File: config.mk
export PLATFORM = sky130hd
export DESIGN_NAME = sequence_generator
export DESIGN_NICKNAME = d
export VERILOG_FILES = /design/src/rtl/seqgen_pkg.sv /design/src/rtl/sequence_generator_seg7_digit.sv /design/src/rtl/sequence_generator.sv
export SDC_FILE = /design/constraint.sdc
export NUM_CORES = 1
export LEC_CHECK = 0
export BUFFER_PORTS_ARGS = -buffer_cell sky130_fd_sc_hd__buf_2
export CORE_MARGIN = 2
export CORE_UTILIZATION = 52
export CTS_BUF_LIST = sky130_fd_sc_hd__clkbuf_16
export CTS_CLUSTER_SIZE = 40
export DETAILED_ROUTE_END_ITERATION = 6
export PLACE_DENSITY = 0.83
export SYNTH_ARGS = -nofsm -noshare
export SYNTH_HDL_FRONTEND = slang
export SYNTH_SLANG_ARGS = --single-unit
export TNS_END_PERCENT = 1
File: constraint.sdc
create_clock -name clk -period 3.5 [get_ports clk]
set_clock_uncertainty 0.15 [all_clocks]
set_input_delay 0.7 -clock clk [delete_from_list [all_inputs] [get_ports clk]]
set_output_delay 0.7 -clock clk [all_outputs]
set_load 0.01 [all_outputs]
File: src/rtl/seqgen_pkg.sv
// Shared types and constants for the serial frame generator.
// Latency: n/a (declarations only).
// Backpressure: n/a.
package seqgen_pkg;

   // Frame state; the encodings 3'd5..3'd7 are unused and recover to IDLE.
   typedef enum logic [2:0] {
      IDLE  = 3'd0,
      LEAD0 = 3'd1,
      LEAD1 = 3'd2,
      GAP   = 3'd3,
      TAIL1 = 3'd4
   } state_t;

   // Line level while no frame is being sent.
   localparam logic IDLE_LEVEL = 1'b1;

   // Active-low 7-segment patterns, bit order {g,f,e,d,c,b,a}.
   localparam logic [6:0] SEG_0     = 7'b1000000;
   localparam logic [6:0] SEG_1     = 7'b1111001;
   localparam logic [6:0] SEG_2     = 7'b0100100;
   localparam logic [6:0] SEG_3     = 7'b0110000;
   localparam logic [6:0] SEG_4     = 7'b0011001;
   localparam logic [6:0] SEG_5     = 7'b0010010;
   localparam logic [6:0] SEG_6     = 7'b0000010;
   localparam logic [6:0] SEG_7     = 7'b1111000;
   localparam logic [6:0] SEG_8     = 7'b0000000;
   localparam logic [6:0] SEG_9     = 7'b0010000;
   localparam logic [6:0] SEG_BLANK = 7'b1111111;
   localparam logic [6:0] SEG_ERR   = 7'b0000111;

endpackage

File: src/rtl/sequence_generator_seg7_digit.sv
// seg7_digit: BCD digit to active-low 7-segment pattern decoder.
// Latency: combinational, zero cycles.
// Backpressure: none.
//
// Ports:
//   bcd  in  4  BCD digit; codes above 9 show SEG_ERR
//   seg  out 7  active-low segments {g..a}
//
// Only built with SEQGEN_DISPLAY_EN defined; the blank-display build has no
// decoders, so the module is left out rather than floating as a second top.
`ifdef SEQGEN_DISPLAY_EN
module seg7_digit
   import seqgen_pkg::*;
(
   input  logic [3:0] bcd,
   output logic [6:0] seg
);

   always_comb begin
      seg = SEG_ERR;
      case (bcd)
         4'd0:    seg = SEG_0;
         4'd1:    seg = SEG_1;
         4'd2:    seg = SEG_2;
         4'd3:    seg = SEG_3;
         4'd4:    seg = SEG_4;
         4'd5:    seg = SEG_5;
         4'd6:    seg = SEG_6;
         4'd7:    seg = SEG_7;
         4'd8:    seg = SEG_8;
         4'd9:    seg = SEG_9;
         default: seg = SEG_ERR;
      endcase
   end

endmodule
`endif

File: src/rtl/sequence_generator.sv
// sequence_generator: emits one 0,1,<N zeros>,1 frame per accepted request.
// Latency: first frame bit one cycle after the accept edge; frame is N+3 cycles.
// Backpressure: req_ready only in IDLE/TAIL1 with ena high; ena low freezes all.
//
// Ports:
//   clk        in   1      clock
//   rst        in   1      synchronous active-high reset
//   ena        in   1      clock enable; low holds every register
//   req_valid  in   1      frame request
//   req_gap    in   GAP_W  zeros between the two 1s of the frame
//   req_ready  out  1      request taken on an edge with req_valid & req_ready
//   sig_out    out  1      serial line, idles at 1
//   frame      out  1      high while a frame bit is on sig_out
//   done       out  1      one-cycle pulse with the final 1 of each frame
//   disp0      out  7      frame count ones digit, active-low segments
//   disp1      out  7      frame count tens digit, active-low segments
//
// Build option SEQGEN_DISPLAY_EN: when defined, frames are counted mod 100 and
// shown on disp0/disp1; when undefined, both displays are held blank.
module sequence_generator
   import seqgen_pkg::*;
#(
   parameter int GAP_W = 4,
   parameter int CNT_W = 7
) (
   input  logic             clk,
   input  logic             rst,
   input  logic             ena,
   input  logic             req_valid,
   input  logic [GAP_W-1:0] req_gap,
   output logic             req_ready,
   output logic             sig_out,
   output logic             frame,
   output logic             done,
   output logic [6:0]       disp0,
   output logic [6:0]       disp1
);

   // The frame counter has to reach 99.
   if (CNT_W < 7) begin : g_cnt_w_check
      $error("sequence_generator: CNT_W must be at least 7");
   end

   state_t           state_q, state_d;
   logic [GAP_W-1:0] gap_q, gap_d;
   logic             done_q;
   logic             accept;
   logic             enter_tail;

   always_comb begin
      state_d   = state_q;
      gap_d     = gap_q;
      req_ready = ena && (state_q == IDLE || state_q == TAIL1);
      accept    = req_valid && req_ready;
      sig_out   = IDLE_LEVEL;
      frame     = 1'b0;

      case (state_q)
         IDLE: begin
            if (accept) begin
               state_d = LEAD0;
               gap_d   = req_gap;
            end
         end
         LEAD0: begin
            sig_out = 1'b0;
            frame   = 1'b1;
            if (ena) state_d = LEAD1;
         end
         LEAD1: begin
            sig_out = 1'b1;
            frame   = 1'b1;
            if (ena) state_d = (gap_q != '0) ? GAP : TAIL1;
         end
         GAP: begin
            // gap_q counts the zeros still to send, including this one.
            sig_out = 1'b0;
            frame   = 1'b1;
            if (ena) begin
               gap_d = gap_q - GAP_W'(1);
               if (gap_q == GAP_W'(1)) state_d = TAIL1;
            end
         end
         TAIL1: begin
            // A request taken here chains straight into the next frame
            // with no idle 1 in between.
            sig_out = 1'b1;
            frame   = 1'b1;
            if (ena) begin
               if (accept) begin
                  state_d = LEAD0;
                  gap_d   = req_gap;
               end else begin
                  state_d = IDLE;
               end
            end
         end
         default: begin
            // Unused encodings fall back to IDLE even with ena low.
            state_d = IDLE;
         end
      endcase

      // TAIL1 can never follow itself, so this marks exactly one edge per
      // frame; it can only fire with ena high since state holds otherwise.
      enter_tail = (state_d == TAIL1) && (state_q != TAIL1);
   end

   always_ff @(posedge clk) begin
      if (rst) begin
         state_q <= IDLE;
         gap_q   <= '0;
         done_q  <= 1'b0;
      end else begin
         state_q <= state_d;
         gap_q   <= gap_d;
         // Cleared on the following edge regardless of ena, so a pulse
         // never stretches when ena drops during TAIL1.
         done_q  <= enter_tail;
      end
   end

   assign done = done_q;

`ifdef SEQGEN_DISPLAY_EN
   logic [CNT_W-1:0] frames_q;
   logic [3:0]       ones_q, tens_q;
   logic [6:0]       seg_ones, seg_tens;
   logic [6:0]       disp0_q, disp1_q;

   seg7_digit u_ones (
      .bcd (ones_q),
      .seg (seg_ones)
   );

   seg7_digit u_tens (
      .bcd (tens_q),
      .seg (seg_tens)
   );

   // frames_q tracks the binary count so the 99 -> 00 wrap is a single
   // compare instead of a two-digit decode.
   always_ff @(posedge clk) begin
      if (rst) begin
         frames_q <= '0;
         ones_q   <= 4'd0;
         tens_q   <= 4'd0;
         disp0_q  <= SEG_0;
         disp1_q  <= SEG_0;
      end else if (ena) begin
         // Displays sample the digits before this edge's increment, so a
         // new count shows up the cycle after done.
         disp0_q <= seg_ones;
         disp1_q <= seg_tens;
         if (enter_tail) begin
            if (frames_q == CNT_W'(99)) begin
               frames_q <= '0;
               ones_q   <= 4'd0;
               tens_q   <= 4'd0;
            end else begin
               frames_q <= frames_q + CNT_W'(1);
               if (ones_q == 4'd9) begin
                  ones_q <= 4'd0;
                  tens_q <= tens_q + 4'd1;
               end else begin
                  ones_q <= ones_q + 4'd1;
               end
            end
         end
      end
   end

   assign disp0 = disp0_q;
   assign disp1 = disp1_q;
`else
   assign disp0 = SEG_BLANK;
   assign disp1 = SEG_BLANK;
`endif

endmodule
# == Word level (Yosys, flattened, before mapping) ==
# Cells that the tools add are included.
# totals
elab_cells,38
in_bits,8
reg_bits,8
out_inout_bits,18
# classes
n_addsub,1
eq_ne,9
mux,15
n_reduce_logical,10
# op_table
cell,count
3-bit two-way mux,7
3-bit one-hot mux with 5 select lines,1
4-bit two-way mux,3
4-bit one-hot mux with 3 select lines,1
3-bit by 2-bit == test with 1-bit output (second input constant),2
3-bit == test (second input constant),2
4-bit by 1-bit == test with 1-bit output (second input constant),1
2-bit inequality test (second input constant),2
4-bit nonzero test,1
4-bit OR reduction,1
4-bit by 1-bit subtractor with 4-bit output (second input constant),1
3-bit by 1-bit == test with 1-bit output (second input constant),1
1-bit logical AND,3
3-bit logical NOT,1
1-bit two-way mux,3
3-bit inequality test (second input constant),1
3-bit AND reduction,1
3-bit nonzero test,1
2-bit OR reduction,1
1-bit logical OR,1

# == Longest topological paths before layout ==
# depth
word_depth,9
depth_mapped,5
depth_no_buf,5

# == Worst setup path before layout ==
# OpenSTA, ideal clock, no wires.
# synth_path
path_type,input to output
from,input ena
to,output req_ready
slack_ns,1.682
t_arrival_ns,0.968
path_stages,2
path_cell_list,buf_6 and2_1
# synth_between
elab_chain_cells,1
# synth_lines
element,line,text
start: declaration,sequence_generator.sv:28,"input logic ena,"
1-bit logical AND,sequence_generator.sv:53,req_ready = ena && (state_q == IDLE || state_q == TAIL1);
end: declaration,sequence_generator.sv:31,"output logic req_ready,"
# Every way passes these cells.

# == Final worst setup path ==
# layout_path
from,register state_q[1]
to,output req_ready
# layout_between
elab_chain_cells,3
# layout_lines
element,line,text
start: declaration,sequence_generator.sv:44,"state_t state_q, state_d;"
start signal: assignment,sequence_generator.sv:115,state_q <= state_d;
3-bit == test / 3-bit logical NOT (equally long branches),sequence_generator.sv:53,
1-bit logical OR (*),sequence_generator.sv:53,
1-bit logical AND (*),sequence_generator.sv:53,
# Every way passes the cells marked *; elsewhere a longest branch is shown, timed or not.

==> out/results.ini <==
[status]
status = complete, no violations

[critical_path]
cp_max_fo = 12
path_class = flip-flop to output port
worst_setup_path_start_kind = flip-flop
reg2reg_from = state_q[1]$_SDFF_PP0_
worstPathArrival_ns = 1.23
crit_path_start = state_q[1]$_SDFF_PP0_
worstPathRequired_ns = 2.65
end_kind = output port

[hold_path]
hold_start = gap_q[3]$_SDFFE_PP0P_
hold_path.class = flip-flop to flip-flop

[clocking]
cts_inserted_buffers = 3
cts_resized = 0
cts_root_buffer = clkbuf_16
holdBufCountCts = 0
clk_latency_ns = 0.23
post_cts_buffers = 0
cts_sinks = 8
cts_tree = done
cts.clk_slew.worst_paths_ns = 0.04
htree_num_levels = 1
cts_buffer_depth = 2

[power_and_ir_drop]
p_total_w = 0.000355
leakage_nw = 0.341
p_per_area_nw_per_um2 = 453
ir_worst_vdd_v = 0.000338

[timing]
setup_violations = 0
rsz0062_at_grt = false
fin_crit_sh = 0.594
report.final.slew_viol_count = 0
timing_hold_violations_final = 0
tns_ns = 0
post-route-min-period_ns = 2.08
max_freq_ghz = 0.481

[final_layout]
fillers = 124
nNetsFinal = 106
syn_to_final_growth_pct = 5.91
stdcell_area_um2 = 785
drive_gt1_frac = 0.194
num_antenna_cells = 0

[place]
portBuffers = 11
dpl-instance-area_um2 = 709
hpwlAfterDp_um = 1010
finalWeightedCongestion = 0.834

[detailed_routing]
wl_per_cell_um = 12.8
vias = 594
drt_iter0_drc = 17
firstDrtPassIters = 4
drc = 0
viasPerCell = 5.50
ant_nets = 0
wl_um = 1380

[yosys]
yosys.area.top_type = dfxtp_1
synth.distinct_cells = 41
synth_seq_cells = 8
synth_area_per_cell_um2 = 8.61
synth_seq_area_share = 0.216
synth.cell_area_um2 = 741
synthCells = 86
synth_warnings = 0
synth_edf_count = 0
synthTopCellsByArea = dfxtp_1, buf_4, ha_1
synth_top_area_frac = 0.216
synth_common_cells = buf_4, dfxtp_1, inv_1, nor2_1
ys.flop_type = dfxtp_1
async_reset_ff_frac = 0
yosysMostFrequentCell = buf_4

[floorplan]
core-area_um2 = 1320
fp.dieW_um = 41.7
initial_core_util = 0.562
die_h_um = 41.7
rows = 13
io_pins = 26
die_area_um2 = 1740

[grt]
grt_pass1_wl_um = 2260
grt_pass1_vias = 515
overflow = 0
antenna_found_initial = 0
grt_max_degree = 16
track_usage = 0.168

[run]
maxCapViolCount = 0

[state kept, by name, indices dropped and copies added (netlist names)]
signal   cells
gap_q        4
state_q      3
done         1
[metrics by stage]
stage / worst slack [ns] / cells / hold slack, ns / util
floorplan: 1.68 / 99 / 0.330 / -
global placement: 1.46 / 105 / 0.348 / 0.538
detailed placement: 1.43 / 105 / 0.361 / 0.538
CTS: 1.43 / 108 / 0.375 / 0.595
global route: 1.33 / 108 / 0.395 / 0.595
finish: 1.42 / 108 / 0.372 / 0.595
[cell usage in the layout (no fill, tap or decap), drive strengths merged, types with 3 or more instances in the layout]
cell type  instances
conb              14
buf               11
dfxtp              8
inv                5
nor2               5
nand3              3
a2bb2oi            3
mux2i              3
ha                 3
clkbuf             3
nand3b             3
a21oi              3
[routing by layer]
metal	routed length, um	vias up	share of wire	track usage
li1	-	295	-	-
met1	611	278	0.44	0.201
met2	673	21	0.49	0.281
met3	95	0	0.069	0.0783
met4	0	0	0	0.0194
met5	0	-	0	0
[area by class of cell]
class	count	area, um^2	area share
clock buffer	3	75.1	0.0957
inverter	5	18.8	0.0239
multi-input combinational	66	457	0.582
sequential	8	160	0.204
tap	15	18.8	0.0239
timing repair buffer	11	55.1	0.0702
[critical path: stages, from the launching register on]
cell and delay [ns]:
dfxtp_1 0.57, nor2_1 0.12, and2_1 0.17, buf_2 0.13
[power breakdown]
| part | switching (W) | internal [W] |
|---|---|---|
| Combinational | 0.0000327 | 0.0000253 |
| Sequential | 0.00000855 | 0.0000963 |
| Clock | 0.0000449 | 0.000147 |
| Total | 0.0000862 | 0.000269 |
[kinds of logic after synthesis]
kind of cell | Yosys count | share of synthesized area
and+or+nand+nor | 28 | 0.258
adders and majority gates | 3 | 0.0507
other | 1 | 0.00506
buffers and inverters | 25 | 0.233
xor gates and xnor gates | 1 | 0.0118
AOI/OAI and AO/OA | 17 | 0.184
muxes | 3 | 0.0405
DFF | 8 | 0.216
[path summary, 6_finish.rpt]
kind / endpoint / cells past startpoint / slack (ns)
worst min-delay path: gap_q[3]$_SDFFE_PP0P_ / 2 / 0.37
worst max-delay path: req_ready / 3 / 1.42
worst min register to register: gap_q[3]$_SDFFE_PP0P_ / 2 / 0.37
worst max register to register: gap_q[1]$_SDFFE_PP0P_ / 3 / 1.94
Power figures use the tool's default switching activity.
